**src/rtl/dma_pkg.sv**
```systemverilog
// Shared types and widths for the DMA read engine.
package dma_pkg;

  localparam int DATA_W = 128;
  localparam int ADDR_W = 32;
  localparam int LEN_W  = 16;

  typedef enum logic [1:0] {
    ST_IDLE  = 2'd0,
    ST_READ  = 2'd1,
    ST_DRAIN = 2'd2
  } dma_state_e;

endpackage

```
**src/rtl/dma_sync_fifo.sv**
```systemverilog
// Single-clock FIFO; read data is zero while empty so outputs idle at 0.
module dma_sync_fifo #(
  parameter int WIDTH = 8,
  parameter int DEPTH = 4
) (
  input  logic                     clk,
  input  logic                     rst_n,
  input  logic                     push_i,
  input  logic [WIDTH-1:0]         wdata_i,
  input  logic                     pop_i,
  output logic [WIDTH-1:0]         rdata_o,
  output logic                     full_o,
  output logic                     empty_o,
  output logic [$clog2(DEPTH):0]   count_o
);

  localparam int PTR_W = $clog2(DEPTH);

  logic [WIDTH-1:0] mem_q [DEPTH];
  logic [PTR_W-1:0] wr_ptr_q, rd_ptr_q;
  logic [PTR_W:0]   count_q, count_d;
  logic             push_ok, pop_ok;

  assign full_o  = (count_q == (PTR_W+1)'(DEPTH));
  assign empty_o = (count_q == '0);
  assign count_o = count_q;
  assign push_ok = push_i && !full_o;
  assign pop_ok  = pop_i && !empty_o;
  assign rdata_o = empty_o ? '0 : mem_q[rd_ptr_q];

  always_comb begin
    count_d = count_q;
    case ({push_ok, pop_ok})
      2'b10:   count_d = count_q + (PTR_W+1)'(1);
      2'b01:   count_d = count_q - (PTR_W+1)'(1);
      default: count_d = count_q;
    endcase
  end

  always_ff @(posedge clk) begin
    if (push_ok) mem_q[wr_ptr_q] <= wdata_i;
  end

  always_ff @(posedge clk or negedge rst_n) begin
    if (!rst_n) begin
      wr_ptr_q <= '0;
      rd_ptr_q <= '0;
      count_q  <= '0;
    end else begin
      if (push_ok) wr_ptr_q <= wr_ptr_q + PTR_W'(1);
      if (pop_ok)  rd_ptr_q <= rd_ptr_q + PTR_W'(1);
      count_q <= count_d;
    end
  end

endmodule

```
**src/rtl/dma_rd_engine.sv**
```systemverilog
// Descriptor-driven RAM reader streaming 128-bit beats through a credit-limited FIFO.
// Optional DMA_RD_BYTE_ADDR_EN: byte addressing (16-byte step, low nibble cleared).
module dma_rd_engine
  import dma_pkg::*;
#(
  parameter int OUT_DEPTH = 4
) (
  input  logic              clk,
  input  logic              rst_n,
  input  logic              desc_valid,
  output logic              desc_ready,
  input  logic [ADDR_W-1:0] desc_addr,
  input  logic [LEN_W-1:0]  desc_len,
  output logic              RdEn,
  output logic [ADDR_W-1:0] RdAddr,
  input  logic [DATA_W-1:0] RdData,
  output logic              out_valid,
  input  logic              out_ready,
  output logic [DATA_W-1:0] out_data,
  output logic              out_last,
  output logic              busy,
  output logic              done
);

  localparam int CNT_W = $clog2(OUT_DEPTH) + 1;

`ifdef DMA_RD_BYTE_ADDR_EN
  localparam logic [ADDR_W-1:0] ADDR_STEP = 32'd16;
  localparam logic [ADDR_W-1:0] ADDR_MASK = 32'hFFFF_FFF0;
`else
  localparam logic [ADDR_W-1:0] ADDR_STEP = 32'd1;
  localparam logic [ADDR_W-1:0] ADDR_MASK = 32'hFFFF_FFFF;
`endif

  dma_state_e        state_q, state_d;
  logic [ADDR_W-1:0] addr_q, addr_d;
  logic [LEN_W-1:0]  remain_q, remain_d;
  logic              inflight_q, last_inflight_q;
  logic              done_q, done_d;

  logic [CNT_W-1:0]  fifo_count;
  logic              fifo_full, fifo_empty, fifo_pop;
  logic [DATA_W:0]   fifo_rdata;
  logic [CNT_W:0]    occupancy;
  logic              accept, rd_go, final_rd;

  assign desc_ready = (state_q == ST_IDLE) && rst_n;
  assign accept     = desc_valid && desc_ready;
  assign busy       = (state_q != ST_IDLE);
  assign done       = done_q;

  // Credit counts beats already buffered plus the read whose data lands next cycle.
  assign occupancy  = {1'b0, fifo_count} + {{CNT_W{1'b0}}, inflight_q};
  assign rd_go      = (state_q == ST_READ) && (remain_q != '0) && !fifo_full &&
                      (occupancy < (CNT_W+1)'(OUT_DEPTH));
  assign final_rd   = rd_go && (remain_q == LEN_W'(1));

  assign RdEn       = rd_go;
  assign RdAddr     = addr_q;

  assign fifo_pop   = !fifo_empty && out_ready;
  assign out_valid  = !fifo_empty;
  assign out_data   = fifo_rdata[DATA_W-1:0];
  assign out_last   = fifo_rdata[DATA_W];

  always_comb begin
    state_d  = state_q;
    addr_d   = addr_q;
    remain_d = remain_q;
    done_d   = 1'b0;
    case (state_q)
      ST_IDLE: begin
        if (accept) begin
          addr_d   = desc_addr & ADDR_MASK;
          remain_d = desc_len;
          if (desc_len == '0) done_d  = 1'b1;
          else                state_d = ST_READ;
        end
      end
      ST_READ: begin
        if (rd_go) begin
          addr_d   = addr_q + ADDR_STEP;
          remain_d = remain_q - LEN_W'(1);
          if (final_rd) state_d = ST_DRAIN;
        end
      end
      ST_DRAIN: begin
        if (fifo_pop && out_last) begin
          done_d  = 1'b1;
          state_d = ST_IDLE;
        end
      end
      default: state_d = ST_IDLE;
    endcase
  end

  always_ff @(posedge clk or negedge rst_n) begin
    if (!rst_n) begin
      state_q         <= ST_IDLE;
      addr_q          <= '0;
      remain_q        <= '0;
      inflight_q      <= 1'b0;
      last_inflight_q <= 1'b0;
      done_q          <= 1'b0;
    end else begin
      state_q         <= state_d;
      addr_q          <= addr_d;
      remain_q        <= remain_d;
      inflight_q      <= rd_go;
      last_inflight_q <= final_rd;
      done_q          <= done_d;
    end
  end

  // RAM data arrives one cycle after its strobe and is pushed unconditionally.
  dma_sync_fifo #(
    .WIDTH (DATA_W + 1),
    .DEPTH (OUT_DEPTH)
  ) u_out_fifo (
    .clk     (clk),
    .rst_n   (rst_n),
    .push_i  (inflight_q),
    .wdata_i ({last_inflight_q, RdData}),
    .pop_i   (fifo_pop),
    .rdata_o (fifo_rdata),
    .full_o  (fifo_full),
    .empty_o (fifo_empty),
    .count_o (fifo_count)
  );

endmodule

```
**config.mk**
```make
export PLATFORM = sky130hd
export DESIGN_NAME = dma_rd_engine
export DESIGN_NICKNAME = d
export VERILOG_FILES = /design/src/rtl/dma_pkg.sv /design/src/rtl/dma_sync_fifo.sv /design/src/rtl/dma_rd_engine.sv
export SDC_FILE = /design/constraint.sdc
export NUM_CORES = 1
export LEC_CHECK = 0
export ABC_AREA = 1
export CELL_PAD_IN_SITES_DETAIL_PLACEMENT = 0
export CELL_PAD_IN_SITES_GLOBAL_PLACEMENT = 2
export CORE_MARGIN = 5
export CORE_UTILIZATION = 36
export DETAILED_ROUTE_END_ITERATION = 12
export MAX_ROUTING_LAYER = met4
export PLACE_DENSITY = 0.92
export SYNTH_ARGS = -nofsm -noshare
export SYNTH_HDL_FRONTEND = slang
export SYNTH_SLANG_ARGS = --single-unit
```
**constraint.sdc**
```tcl
create_clock -name clk -period 7.7 [get_ports clk]
set_clock_uncertainty 0.15 [all_clocks]
set_input_delay 1.54 -clock clk [delete_from_list [all_inputs] [get_ports clk]]
set_output_delay 1.54 -clock clk [all_outputs]
set_load 0.05 [all_outputs]
```
==> results list, run 1 <==
- The analysis attributes to cell leakage a power of 10.6 nW.
* Hold depth: 1
* Seq/Total Area, Yosys: 70.2%
- The first detailed-routing pass ran for 7 iterations.
* Startpoint of the tightest hold check path: state_q[0]
* Filler-free cell count of the finished design: ~3,500
- Starting utilization of the core area: roughly 36%
* DRC viols: 0
* Post-synthesis cell type with the largest combined area: sky130_fd_sc_hd__edfxtp_1
* Width of the die: 269 um
* Register-to-register setup slack: 4.36 ns
* Wire length of the first global-routing pass: about 100,000 um
- Final-stage net count: approximately 2,700
- DR iter-0 viols: 1,330
- Final Instance Area: around 30,000 um2
- Routability-driven placement finished with a final weighted congestion of ~0.9.
- In this run, CTS created clock tree buffers numbering between 60 and 70.
* Critical Path RT: approximately 6 ns
- In this run the deepest clock path goes through 3 buffers.
- The number of global-route vias before repair was 17,600.
- The core region is around 67,000 um2.
* Area Overhead vs Synth: 25.4%
- Max frequency: roughly 170 MHz
- Counting every instance in the synthesized netlist gives ~2,200.
* Number of warnings issued by yosys: 0
- Summing internal, switching and leakage power gives ~15 mW.
* Status: complete, no violations
- At the pin with the least slew margin, the transition time is 1.11 ns.
- Detailed-route via count: approximately 17,000
- For the finished layout, the period the worst path requires is 5.89 ns.
- At the worst endpoint, the arrival time is approximately 4.2 ns.
- Setup repair after global routing missed its margin: false
- Sink Count: 576
* CTS resizes: 0
- Hpwl dp: around 40,000 um
- Site Rows: 95
- Antenna-violating nets left: 0
- Number of setup violations in the final report: 0
- Post-Syn Nets: 2,427
* Largest net degree at the start of global routing: 179
- Overall die height: around 270 um
* Number of buffers inserted for hold repair after clock tree synthesis: 0
- The worst setup path is captured at an output pin.
* Post-Place Cell Area: roughly 28,000 um2
- Clk_lat worst skew: 0.60 ns
- GRT Resource Usage Total: between 10% and 20%
* Endpoint of the lowest-slack register-to-register path: u_out_fifo.count_o[1]
* Die Outline Area: between 70,000 and 80,000 um2
- Endpoint, Worst Hold: state_q[1]
- Synth unique cells: 34
- Average via count per standard cell: around 5.0
- In this run the power density over the cells is 483 nW/um2.
- Post-placement cell count: around 3,400
* Total of fill cells in the finished design: approximately 6,100
- Hold Crit Class: reg -> reg
- PortBufs: 345
* Buffer type at the clock tree root: sky130_fd_sc_hd__clkbuf_16
- The critical path goes through inv_6 > buf_4 > o21ai_0 > a21oi_1 > clkdlybuf4s50_1.
- Total length of routed wires: 66,700 um
* CTS tree: done
- Routed WL per cell: approximately 19 um
* Worst setup path class: reg -> out
- For this design the top-level I/O count stands at 346.
* Reg2Reg Depth: 9
- Slowest-stage cell, CP: sky130_fd_sc_hd__inv_6
- The synthesized netlist occupies a cell area of around 24,000 um2.
* CP max stage delay: about 0.91 ns
* Clock transition at the registers of the reported paths: roughly 0.06 ns
* Top post-synthesis cells by area: sky130_fd_sc_hd__edfxtp_1, sky130_fd_sc_hd__nor2_1, sky130_fd_sc_hd__dfrtp_1
- Number of antenna violations at the first check in global routing: 15
- The worst path uses between 70 and 80% of the clock period.
- Top fanout value on the critical path: approximately 160
* Count of final max-slew check failures: 0
* Maxcap violations: 0
- The total count of hold-check failures in the final report was 0.
- Critical register-to-register path startpoint: u_out_fifo.count_o[0]
- Portion of synthesized cell area occupied by the leading cell type: 64.0%
* Residual overflow from global routing: 0
- In this run the number of H-tree levels came out at 2.
* Share of layout cells above drive strength 1: between 5 and 6%
- Max-Slew Margin vs Limit: between 20% and 30%
- After synthesis the netlist holds a flip-flop and latch count of 576.
- STA classifies the critical path startpoint as a flop.
- Post-CTS setup repair buffer count: 0
- Synthesized area divided by synthesized cell count: ~11 um2
- The worst-case IR drop observed on VDD is 294 uV.
- Sum of negative setup slack: 0 ns
## final cells by class
class | instances | area (um2) | area share (%)
Antenna cell | 15 | 37.5 | 0.124
Clock buffer | 78 | 1600 | 5.27
Clock inverter | 36 | 277 | 0.911
Inverter | 67 | 262 | 0.861
Multi-Input combinational cell | 1472 | 6450 | 21.3
Sequential cell | 576 | 17000 | 56.0
Tap cell | 873 | 1090 | 3.60
Timing Repair Buffer | 367 | 3640 | 12.0
## critical path: cells and delay by family (launching register included)
kind / cells / cell delay, ns
flops: 1 / 0.79
compound gates: 2 / 0.36
buf+inv: 3 / 2.38
## through the flow
stage | utilization, % | worst slack [ns] | hold slack (ns)
after floorplan | - | 0.946 | 0.305
after detailed placement | 42.5 | 2.38 | 0.360
after CTS | 45.3 | 1.68 | 0.372
after global placement | 42.5 | 2.43 | 0.342
final | 45.4 | 1.81 | 0.370
after global routing | 45.4 | 1.44 | 0.395
## cell families (layout without fill, tap and decap cells)
logic type,count (synthesis),after routing,share of synthesized area [%]
simple gates,1006,1006,16.3
flops,576,576,70.2
compound gates,448,448,9.34
buf+inv,189,548,3.32
fa+ha+maj,10,10,0.548
xor+xnor,7,7,0.253
mux,1,1,0.0413
other cells,0,15,0
## how the worst max path moves through the flow
stage          cells past startpoint              startpoint                      to
2_1_floorplan                      4  u_out_fifo.wr_ptr_q[0]  u_out_fifo.mem_q[2][0]
3_3_place_gp                       5  u_out_fifo.rd_ptr_q[0]            out_data[45]
3_5_place_dp                       5  u_out_fifo.rd_ptr_q[0]            out_data[46]
4_1_cts                            5  u_out_fifo.rd_ptr_q[0]            out_data[46]
5_1_grt                            5  u_out_fifo.rd_ptr_q[0]            out_data[46]
6_report                           5  u_out_fifo.rd_ptr_q[0]            out_data[46]
## flip-flops by register name, indices dropped and copies added, names as in the netlist
signal,cells
RdAddr,32
done,1
inflight_q,1
last_inflight_q,1
remain_q,16
state_q,2
u_out_fifo.count_o,3
u_out_fifo.mem_q,516
u_out_fifo.rd_ptr_q,2
u_out_fifo.wr_ptr_q,2
## report_power, final
part           switching (mW)  internal (mW)  total (mW)
clock                    1.18           1.57        2.75
sequential              0.407           4.18        4.59
combinational            5.21           2.10        7.32
total                    6.81           7.86        14.7
## cell usage after synthesis
cell type / count
sky130_fd_sc_hd__nand2_1: 290
sky130_fd_sc_hd__o211ai_1: 3
sky130_fd_sc_hd__nand2_4: 2
sky130_fd_sc_hd__xor2_1: 4
sky130_fd_sc_hd__inv_1: 65
sky130_fd_sc_hd__nor2_2: 4
sky130_fd_sc_hd__o21ai_0: 291
sky130_fd_sc_hd__ha_1: 9
sky130_fd_sc_hd__nor3_2: 1
sky130_fd_sc_hd__nand4_1: 7
sky130_fd_sc_hd__buf_1: 5
sky130_fd_sc_hd__nand3b_1: 6
sky130_fd_sc_hd__o31ai_2: 1
sky130_fd_sc_hd__nor2_1: 623
sky130_fd_sc_hd__nor3_1: 3
sky130_fd_sc_hd__o21a_1: 1
sky130_fd_sc_hd__a21oi_1: 150
sky130_fd_sc_hd__nand2_2: 1
sky130_fd_sc_hd__edfxtp_1: 516
sky130_fd_sc_hd__mux2i_1: 1
sky130_fd_sc_hd__dfrtp_1: 60
sky130_fd_sc_hd__inv_2: 1
sky130_fd_sc_hd__inv_4: 1
sky130_fd_sc_hd__xnor2_1: 3
sky130_fd_sc_hd__nand3_1: 60
sky130_fd_sc_hd__fa_1: 1
sky130_fd_sc_hd__clkbuf_2: 1
sky130_fd_sc_hd__clkbuf_1: 54
sky130_fd_sc_hd__buf_6: 2
sky130_fd_sc_hd__buf_2: 60
sky130_fd_sc_hd__or2_2: 5
sky130_fd_sc_hd__and2_0: 1
sky130_fd_sc_hd__nor4_1: 3
sky130_fd_sc_hd__a31oi_1: 2
## cell usage in the layout (no fill, tap or decap), types with 58 or more instances in the layout
master / netlist / final
sky130_fd_sc_hd__nor2_1: 623 / 619
sky130_fd_sc_hd__edfxtp_1: 516 / 516
sky130_fd_sc_hd__clkdlybuf4s50_1: 0 / 344
sky130_fd_sc_hd__o21ai_0: 291 / 291
sky130_fd_sc_hd__nand2_1: 290 / 290
sky130_fd_sc_hd__a21oi_1: 150 / 150
sky130_fd_sc_hd__inv_1: 65 / 63
sky130_fd_sc_hd__clkbuf_16: 0 / 61
sky130_fd_sc_hd__nand3_1: 60 / 60
sky130_fd_sc_hd__dfrtp_1: 60 / 58
## layer usage
metal  vias to the layer above  GRT usage (%)  part of all wire (%)  wire [um]
li1                       8334              -                     -          -
met1                      8533           22.7                    43      28700
met5                         -              -                     0          0
met2                       519           30.1                    48      32300
met4                         0           4.11                   1.8       1230
met3                        88           4.53                   6.7       4480
Note: power is estimated with default switching activity, not from simulation.
==> run 2, diff against run 1 <==
==> constraint.sdc (replaced) <==
create_clock -name clk -period 5.7 [get_ports clk]
set_clock_uncertainty 0.15 [all_clocks]
set_input_delay 1.14 -clock clk [delete_from_list [all_inputs] [get_ports clk]]
set_output_delay 1.14 -clock clk [all_outputs]
set_load 0.05 [all_outputs]
==> results list, run 2 (synthesis gave the netlist of run 1 again) <==
* Clk_lat worst skew: 0.62 ns (was 0.60 ns)
- Top reg by flops: u_out_fifo.mem_q (unchanged)
- CP max stage delay: 0.99 ns (was 0.91 ns)
- Status: complete, no violations (unchanged)
- CTS resizes: 0 (unchanged)
- Number of buffers inserted for hold repair after clock tree synthesis: 0 (unchanged)
- The detailed-route wire length on metal 1 was 28,300 um (was 28,700 um).
- Average via count per standard cell: 5.00 (was 5.02)
* Endpoint type of the worst setup path: output pin (unchanged)
- Inserted Clock Buffers: 61 (unchanged)
* Sum of negative setup slack: 0 ns (unchanged)
* Setup repair after global routing missed its margin: false (unchanged)
- The count of boundary I/O pins came to 346 (unchanged).
- The sort of element at the start of the critical path was a flop (unchanged).
- The number of cells on the worst reg-to-reg path is 9 (unchanged).
- Data arrival time of the critical path: 3.83 ns (was 4.20 ns)
- Worst setup path end: out_data[61] (was out_data[46])
- Final min period: just over 5 ns
- Critical register-to-register path startpoint: u_out_fifo.count_o[0] (unchanged)
- List of cells traversed by the critical path: inv_4 > buf_4 > nor2_1 > o21ai_0 > a21oi_1 > clkdlybuf4s50_1 (was inv_6 > buf_4 > o21ai_0 > a21oi_1 > clkdlybuf4s50_1)
- Maxcap violations: 0 (unchanged)
- Power per standard cell area: 652 nW/um2 (was 483 nW/um2)
* Length of routed met3 wiring: 5000 um (was 4480 um)
* Wire length of the first global-routing pass: 102,000 um (was 101,000 um)
- Residual overflow from global routing: 0 (unchanged)
- The number of cells in the design after placement is 3,359 (was 3,355).
- Hold Crit Class: reg -> reg (unchanged)
* Starting utilization of the core area: 36.2% (unchanged)
- Slowest-stage cell, CP: sky130_fd_sc_hd__dfrtp_4 (was sky130_fd_sc_hd__inv_6)
- Routed WL per cell: 19.3 um (was 19.1 um)
- H-tree levels: 2 (unchanged)
- Final GP Congestion: 0.926 (was 0.914)
* First-pass DRT Iterations: 5 (was 7)
* Area of the core: 66,900 um2 (unchanged)
- The instance area at placement was 28,500 um2 (was 28,400 um2).
- The width of the chip came to 269 um (unchanged).
- The global-route usage over all layers is 18.3% (was 18.1%).
- Number of antenna violations at the first check in global routing: 12 (was 15)
- The number of buffers inserted by port buffering was 345 (unchanged).
- The post-route DRC violation count was 0 (unchanged).
- Met2 wire length: 32,100 um (was 32,300 um)
* Actual slew at the worst max-slew pin: 1.20 ns (was 1.11 ns)
- Number of hold-slack violations in the final timing report: 0 (unchanged)
* Max frequency: about 200 MHz
- The number of core rows was 95 (unchanged).
* Final Instance Area: 30,400 um2 (about the same)
- The placed wire-length estimate after detailed placement is 41,400 um (was 40,400 um).
- Detailed-route via count: 17,400 (was 17,500)
* Antenna-violating nets left: 0 (unchanged)
- The number of buffers inserted by post-CTS setup repair was 0 (unchanged).
* Area Overhead vs Synth: 25.6% (was 25.4%)
- The critical setup path kind is reg -> out (unchanged).
- The start point of the critical path is u_out_fifo.rd_ptr_q[1] (was u_out_fifo.rd_ptr_q[0]).
- The overall routed net length came to 67,200 um (was 66,700 um).
* Most frequent cells in the layout: sky130_fd_sc_hd__nor2_1, sky130_fd_sc_hd__edfxtp_1, sky130_fd_sc_hd__clkdlybuf4s50_1 (unchanged)
* Uppermost routed layer: met4 (unchanged)
- The root cell of the clock tree is sky130_fd_sc_hd__clkbuf_16 (unchanged).
- The most common library cell in the layout ignoring fill and taps is sky130_fd_sc_hd__nor2_1 (unchanged).
- In the finished design, the share of the clock period the worst path needs comes to 89.8%.
* Sink Count: 576 (unchanged)
- The y dimension of the die came to 269 um (unchanged).
- The largest fanout of any net on the critical path was 60 (was 158).
- DR iter-0 viols: 1,521 (was 1,330)
- Endpoint of the lowest-slack register-to-register path: u_out_fifo.count_o[1] (unchanged)
- Clock transition at the registers of the reported paths: 0.06 ns (about the same)
- The headroom to the max-slew limit was 19.7% (was 25.9%).
- The clock tree from TritonCTS is done (unchanged).
- The final setup violation count was 0 (unchanged).
- Share of layout cells above drive strength 1: 5.46% (was 5.16%)
- The deepest clock path buffer count is 3 (unchanged).
- Register-to-register setup slack: 2.70 ns (was 4.36 ns)
* Count of final max-slew check failures: 0 (unchanged)
* Final-stage net count: 2,739 (was 2,735)
- The non-filler instance count after layout was 3,486 (was 3,484).
- The number of global-route vias before repair came to 17,100 (was 17,600).
* Die Outline Area: 72,600 um2 (unchanged)
- The leakage power figure was 10.7 nW (was 10.6 nW).
- The layout filler cell count came to 6,041 (was 6,090).
* Flip-flop count of the largest register after layout: 516 (unchanged)
- Largest net degree at the start of global routing: 125 (was 179)
- The data required time at the worst endpoint came to 4.41 ns (was 6.01 ns).
* Peak supply drop: 319 uV (was 294 uV)
run 2: cell types whose count changed in the layout (fill, tap and decap cells not counted), moves of 2 or more:
cell / before / now
sky130_fd_sc_hd__buf_4: 20 / 24
sky130_fd_sc_hd__clkinv_1: 12 / 17
sky130_fd_sc_hd__inv_6: 1 / 6
sky130_fd_sc_hd__diode_2: 15 / 12
sky130_fd_sc_hd__clkinv_2: 17 / 12
sky130_fd_sc_hd__clkinvlp_4: 1 / 4
sky130_fd_sc_hd__clkinv_16: 0 / 2
sky130_fd_sc_hd__inv_16: 2 / 0
sky130_fd_sc_hd__clkbuf_1: 16 / 8
run 2: through the flow:
step | utilization (%) | total power, mW | hold slack [ns] | worst slack, ns
global route | 45.5 | 21.0 | 0.375 | 0.296
detailed placement | 42.6 | 16.3 | 0.343 | 1.14
floorplan | - | 12.9 | 0.305 | -1.05
global placement | 42.6 | 16.2 | 0.320 | 1.17
CTS | 45.4 | 20.1 | 0.357 | 0.456
finish | 45.5 | 19.8 | 0.355 | 0.583
run 2: metal layers:
metal,global-route usage [%],vias to the layer above
met3,4.73,114
li1,-,8338
met1,23.3,8394
met4,4.97,0
met2,29.3,582
met5,-,-
run 2: how the worst min path moves through the flow:
stage               startpoint                       end  slack (ns)  cells after the start
6_report       last_inflight_q  u_out_fifo.mem_q[1][128]        0.35                      0
5_1_grt        last_inflight_q  u_out_fifo.mem_q[3][128]        0.38                      0
4_1_cts        last_inflight_q  u_out_fifo.mem_q[3][128]        0.36                      0
3_5_place_dp   last_inflight_q  u_out_fifo.mem_q[1][128]        0.34                      0
3_3_place_gp   last_inflight_q  u_out_fifo.mem_q[2][128]        0.32                      0
2_1_floorplan  last_inflight_q  u_out_fifo.mem_q[0][128]        0.30                      0
run 2: final cells by class:
class,instances,area [um2],share of cell area (%)
inverters,67,262,0.859
clock inverters,44,335,1.10
clock buffers,71,1580,5.21
multi-input cells,1472,6450,21.2
repair buffers,371,3670,12.1
flip-flops and latches,576,17000,55.9
well taps,873,1090,3.59
diodes,12,30.0,0.0987
run 2: where the power goes:
group          switching [mW]  internal [mW]
logic                    7.03           2.85
registers               0.564           5.65
clock network            1.65           2.09
run 2: worst max-delay path: cells and delay by family (launching register included):
family	cells	cell delay, ns
AO/OA/AOI/OAI	2	0.36
AND/OR/NAND/NOR	1	0.15
flip-flops	1	0.99
buffers and inverters	3	1.64
==> run 3, diff against run 2 <==
--- a/config.mk
+++ b/config.mk
@@ -11,8 +11,10 @@
 export CORE_MARGIN = 5
 export CORE_UTILIZATION = 36
 export DETAILED_ROUTE_END_ITERATION = 12
+export GPL_ROUTABILITY_DRIVEN = 0
 export MAX_ROUTING_LAYER = met4
 export PLACE_DENSITY = 0.92
+export SLEW_MARGIN = 20
 export SYNTH_ARGS = -nofsm -noshare
 export SYNTH_HDL_FRONTEND = slang
 export SYNTH_SLANG_ARGS = --single-unit
==> constraint.sdc (replaced) <==
create_clock -name clk -period 5.7 [get_ports clk]
set_clock_uncertainty 0.15 [all_clocks]
set_input_delay 1.14 -clock clk [delete_from_list [all_inputs] [get_ports clk]]
set_output_delay 1.14 -clock clk [all_outputs]
set_load 0.005 [all_outputs]
==> results list, run 3 (synthesis gave the netlist of run 1 again) <==
- Overall Power: 17.0 mW (was 19.8 mW)
- Peak supply drop: 381 uV (was 319 uV)
- The y dimension of the die is 269 um (unchanged).
- The number of buffers inserted by port buffering was 345 (unchanged).
- The number of buffers and inverters on the critical path was 2 (was 3).
- The register containing the most flip-flops in the final layout was u_out_fifo.mem_q (unchanged).
- The final number of max-transition violations was 0 (unchanged).
* Top fanout value on the critical path: 74 (was 60)
* Family with the most delay on the worst path: buffers and inverters (unchanged)
- The maximum clock frequency is 216 MHz (was 195 MHz).
- The fraction of final layout cells sized beyond drive strength 1 was 5.59% (was 5.46%).
* Starting utilization of the core area: 36.2% (unchanged)
- The sort of element at the start of the critical path is a flop (unchanged).
- Sequential cell area in the final layout: 17,000 um2 (unchanged)
* Site Rows: 95 (unchanged)
* Clock transition at the registers of the reported paths: 0.06 ns (about the same)
- The multi-input gate area in the final layout came to 6460 um2 (was 6450 um2).
- CP max stage delay: 0.80 ns (was 0.99 ns)
- List of cells traversed by the critical path: buf_4 > nor2_1 > nor2_1 > o21ai_0 > a21oi_1 > clkdlybuf4s50_1 (was inv_4 > buf_4 > nor2_1 > o21ai_0 > a21oi_1 > clkdlybuf4s50_1).
- Wire length of the first global-routing pass: 103,000 um (was 102,000 um)
- The width of the chip came to 269 um (unchanged).
* Number of hold-slack violations in the final timing report: 0 (unchanged)
* GRT Resource Usage Total: 18.3% (about the same)
- In this design, the critical path's most frequently occurring cell is sky130_fd_sc_hd__nor2_1.
* H-tree levels: 2 (unchanged)
- The data required time at the worst endpoint is 4.41 ns (about the same).
* Slowest-stage cell, CP: sky130_fd_sc_hd__dfrtp_4 (unchanged)
- The utilization of the core after routing came to 45.7% (was 45.5%).
- The power per cell area was 556 nW/um2 (was 652 nW/um2).
- The final setup violation count was 0 (unchanged).
- The root cell of the clock tree is sky130_fd_sc_hd__clkbuf_16 (unchanged).
* Dpl ws: 1.64 ns (was 1.14 ns)
* Total of fill cells in the finished design: 5,984 (was 6,041)
- The total of cells resized after clock tree synthesis is 0 (unchanged).
- The number of clock sinks seen by CTS came to 576 (unchanged).
* Area of the core: 66,900 um2 (unchanged)
* Total length of routed wires: 66,800 um (was 67,200 um)
- Setup repair after global routing missed its margin: false (unchanged)
* Most frequent cells in the layout: sky130_fd_sc_hd__nor2_1, sky130_fd_sc_hd__edfxtp_1, sky130_fd_sc_hd__clkdlybuf4s50_1 (unchanged)
- Data arrival time of the critical path: 3.33 ns (was 3.83 ns)
- The number of flip-flops under the largest register name is 516 (unchanged).
- The count of boundary I/O pins is 346 (unchanged).
- The number of vias per cell is 4.99 (was 5.00).
* First-pass DRT Iterations: 5 (unchanged)
- The overall die area was 72,600 um2 (unchanged).
- Post-CTS setup repair buffer count: 0 (unchanged)
- Status: complete, no violations (unchanged)
* Endpoint type of the worst setup path: output pin (unchanged)
- Largest net degree at the start of global routing: 142 (was 125)
- Residual overflow from global routing: 0 (unchanged)
* Post-placement cell count: 3,356 (was 3,359)
- Hpwl dp: 40,800 um (was 41,400 um)
* DR iter-0 viols: 1,401 (was 1,521)
* Number of global-route vias before repair: 17,600 (was 17,100)
- The per-cell routed wire length is 19.2 um (was 19.3 um).
- DRC viols: 0 (unchanged)
- CTS tree: done (unchanged)
* Hold Crit Class: reg -> reg (unchanged)
- Most common cell after layout, fill and taps aside: sky130_fd_sc_hd__nor2_1 (unchanged)
- Antenna-violating nets left: 0 (unchanged)
- Inserted Clock Buffers: 59 (was 61)
- Maxcap violations: 0 (unchanged)
- Actual slew at the worst max-slew pin: 1.08 ns (was 1.20 ns)
- Detailed-route via count: 17,300 (was 17,400)
* Worst setup path class: reg -> out (unchanged)
- Clock Path Buffers: 3 (unchanged)
* PnR worst setup slack: 1.08 ns (was 0.583 ns)
- The share of the clock period used by the worst path after layout is 81.1% (was 89.8%).
- The headroom to the max-slew limit came to 28.2% (was 19.7%).
- The shortest clock period the worst path allows after layout came to 4.62 ns (was 5.12 ns).
* Filler-free cell count of the finished design: 3,476 (was 3,486)
- Clk_lat worst skew: 0.60 ns (was 0.62 ns)
- The cts-stage hold buffer count came to 0 (unchanged).
- Number of antenna violations at the first check in global routing: 10 (was 12)
- The leakage power figure is 10.7 nW (about the same).
- Worst hold-check slack: 0.345 ns (was 0.355 ns)
- Area Overhead vs Synth: 26.2% (was 25.6%)
* Final-stage net count: 2,734 (was 2,739)
## run 3: power by group
part	switching (mW)	internal, mW	total [mW]
registers	0.512	5.65	6.17
logic	3.97	2.87	6.84
clock network	1.62	2.36	3.98
total	6.10	10.9	17.0
## run 3: worst reg2reg max path: cells and delay by family, from the launching register on
| kind | cells | cell delay (ns) |
|---|---|---|
| flops | 1 | 0.46 |
| compound gates | 1 | 0.17 |
| simple gates | 2 | 0.48 |
| fa+ha+maj | 2 | 0.64 |
| buf+inv | 4 | 0.77 |
## run 3: per-layer routing
layer / vias to the layer above / wire (um) / track usage (%)
met3: 81 / 4470 / 4.29
met5: - / 0 / -
met4: 0 / 1250 / 4.09
met2: 540 / 32900 / 30.5
met1: 8416 / 28100 / 22.9
li1: 8304 / - / -
## run 3: cell type report
type | instances | area share, %
multi-input cells | 1472 | 21.1
flip-flops and latches | 576 | 55.7
inverters | 67 | 0.856
clock buffers | 70 | 5.07
clock inverters | 40 | 1.60
well taps | 873 | 3.58
diodes | 10 | 0.0819
repair buffers | 368 | 12.0
## run 3: metrics by stage
| step | instance area [um2] | setup TNS, ns |
|---|---|---|
| global placement | 28500 | 0 |
| detailed placement | 28500 | 0 |
| floorplan | 24200 | -541.56 |
| finish | 30600 | 0 |
| CTS | 30500 | 0 |
| global route | 30600 | 0 |
## run 3: final timing paths
kind,cells past startpoint,start,endpoint,slack (ns)
setup / recovery,6,u_out_fifo.rd_ptr_q[0],out_data[69],1.08
hold / removal,0,last_inflight_q,u_out_fifo.mem_q[0][128],0.35
setup reg to reg,9,u_out_fifo.count_o[0],u_out_fifo.count_o[1],2.95
hold reg to reg,0,last_inflight_q,u_out_fifo.mem_q[0][128],0.35
max in group asynchronous,2,rst_n,u_out_fifo.rd_ptr_q[0],4.11
min in group asynchronous,2,rst_n,remain_q[15],0.59
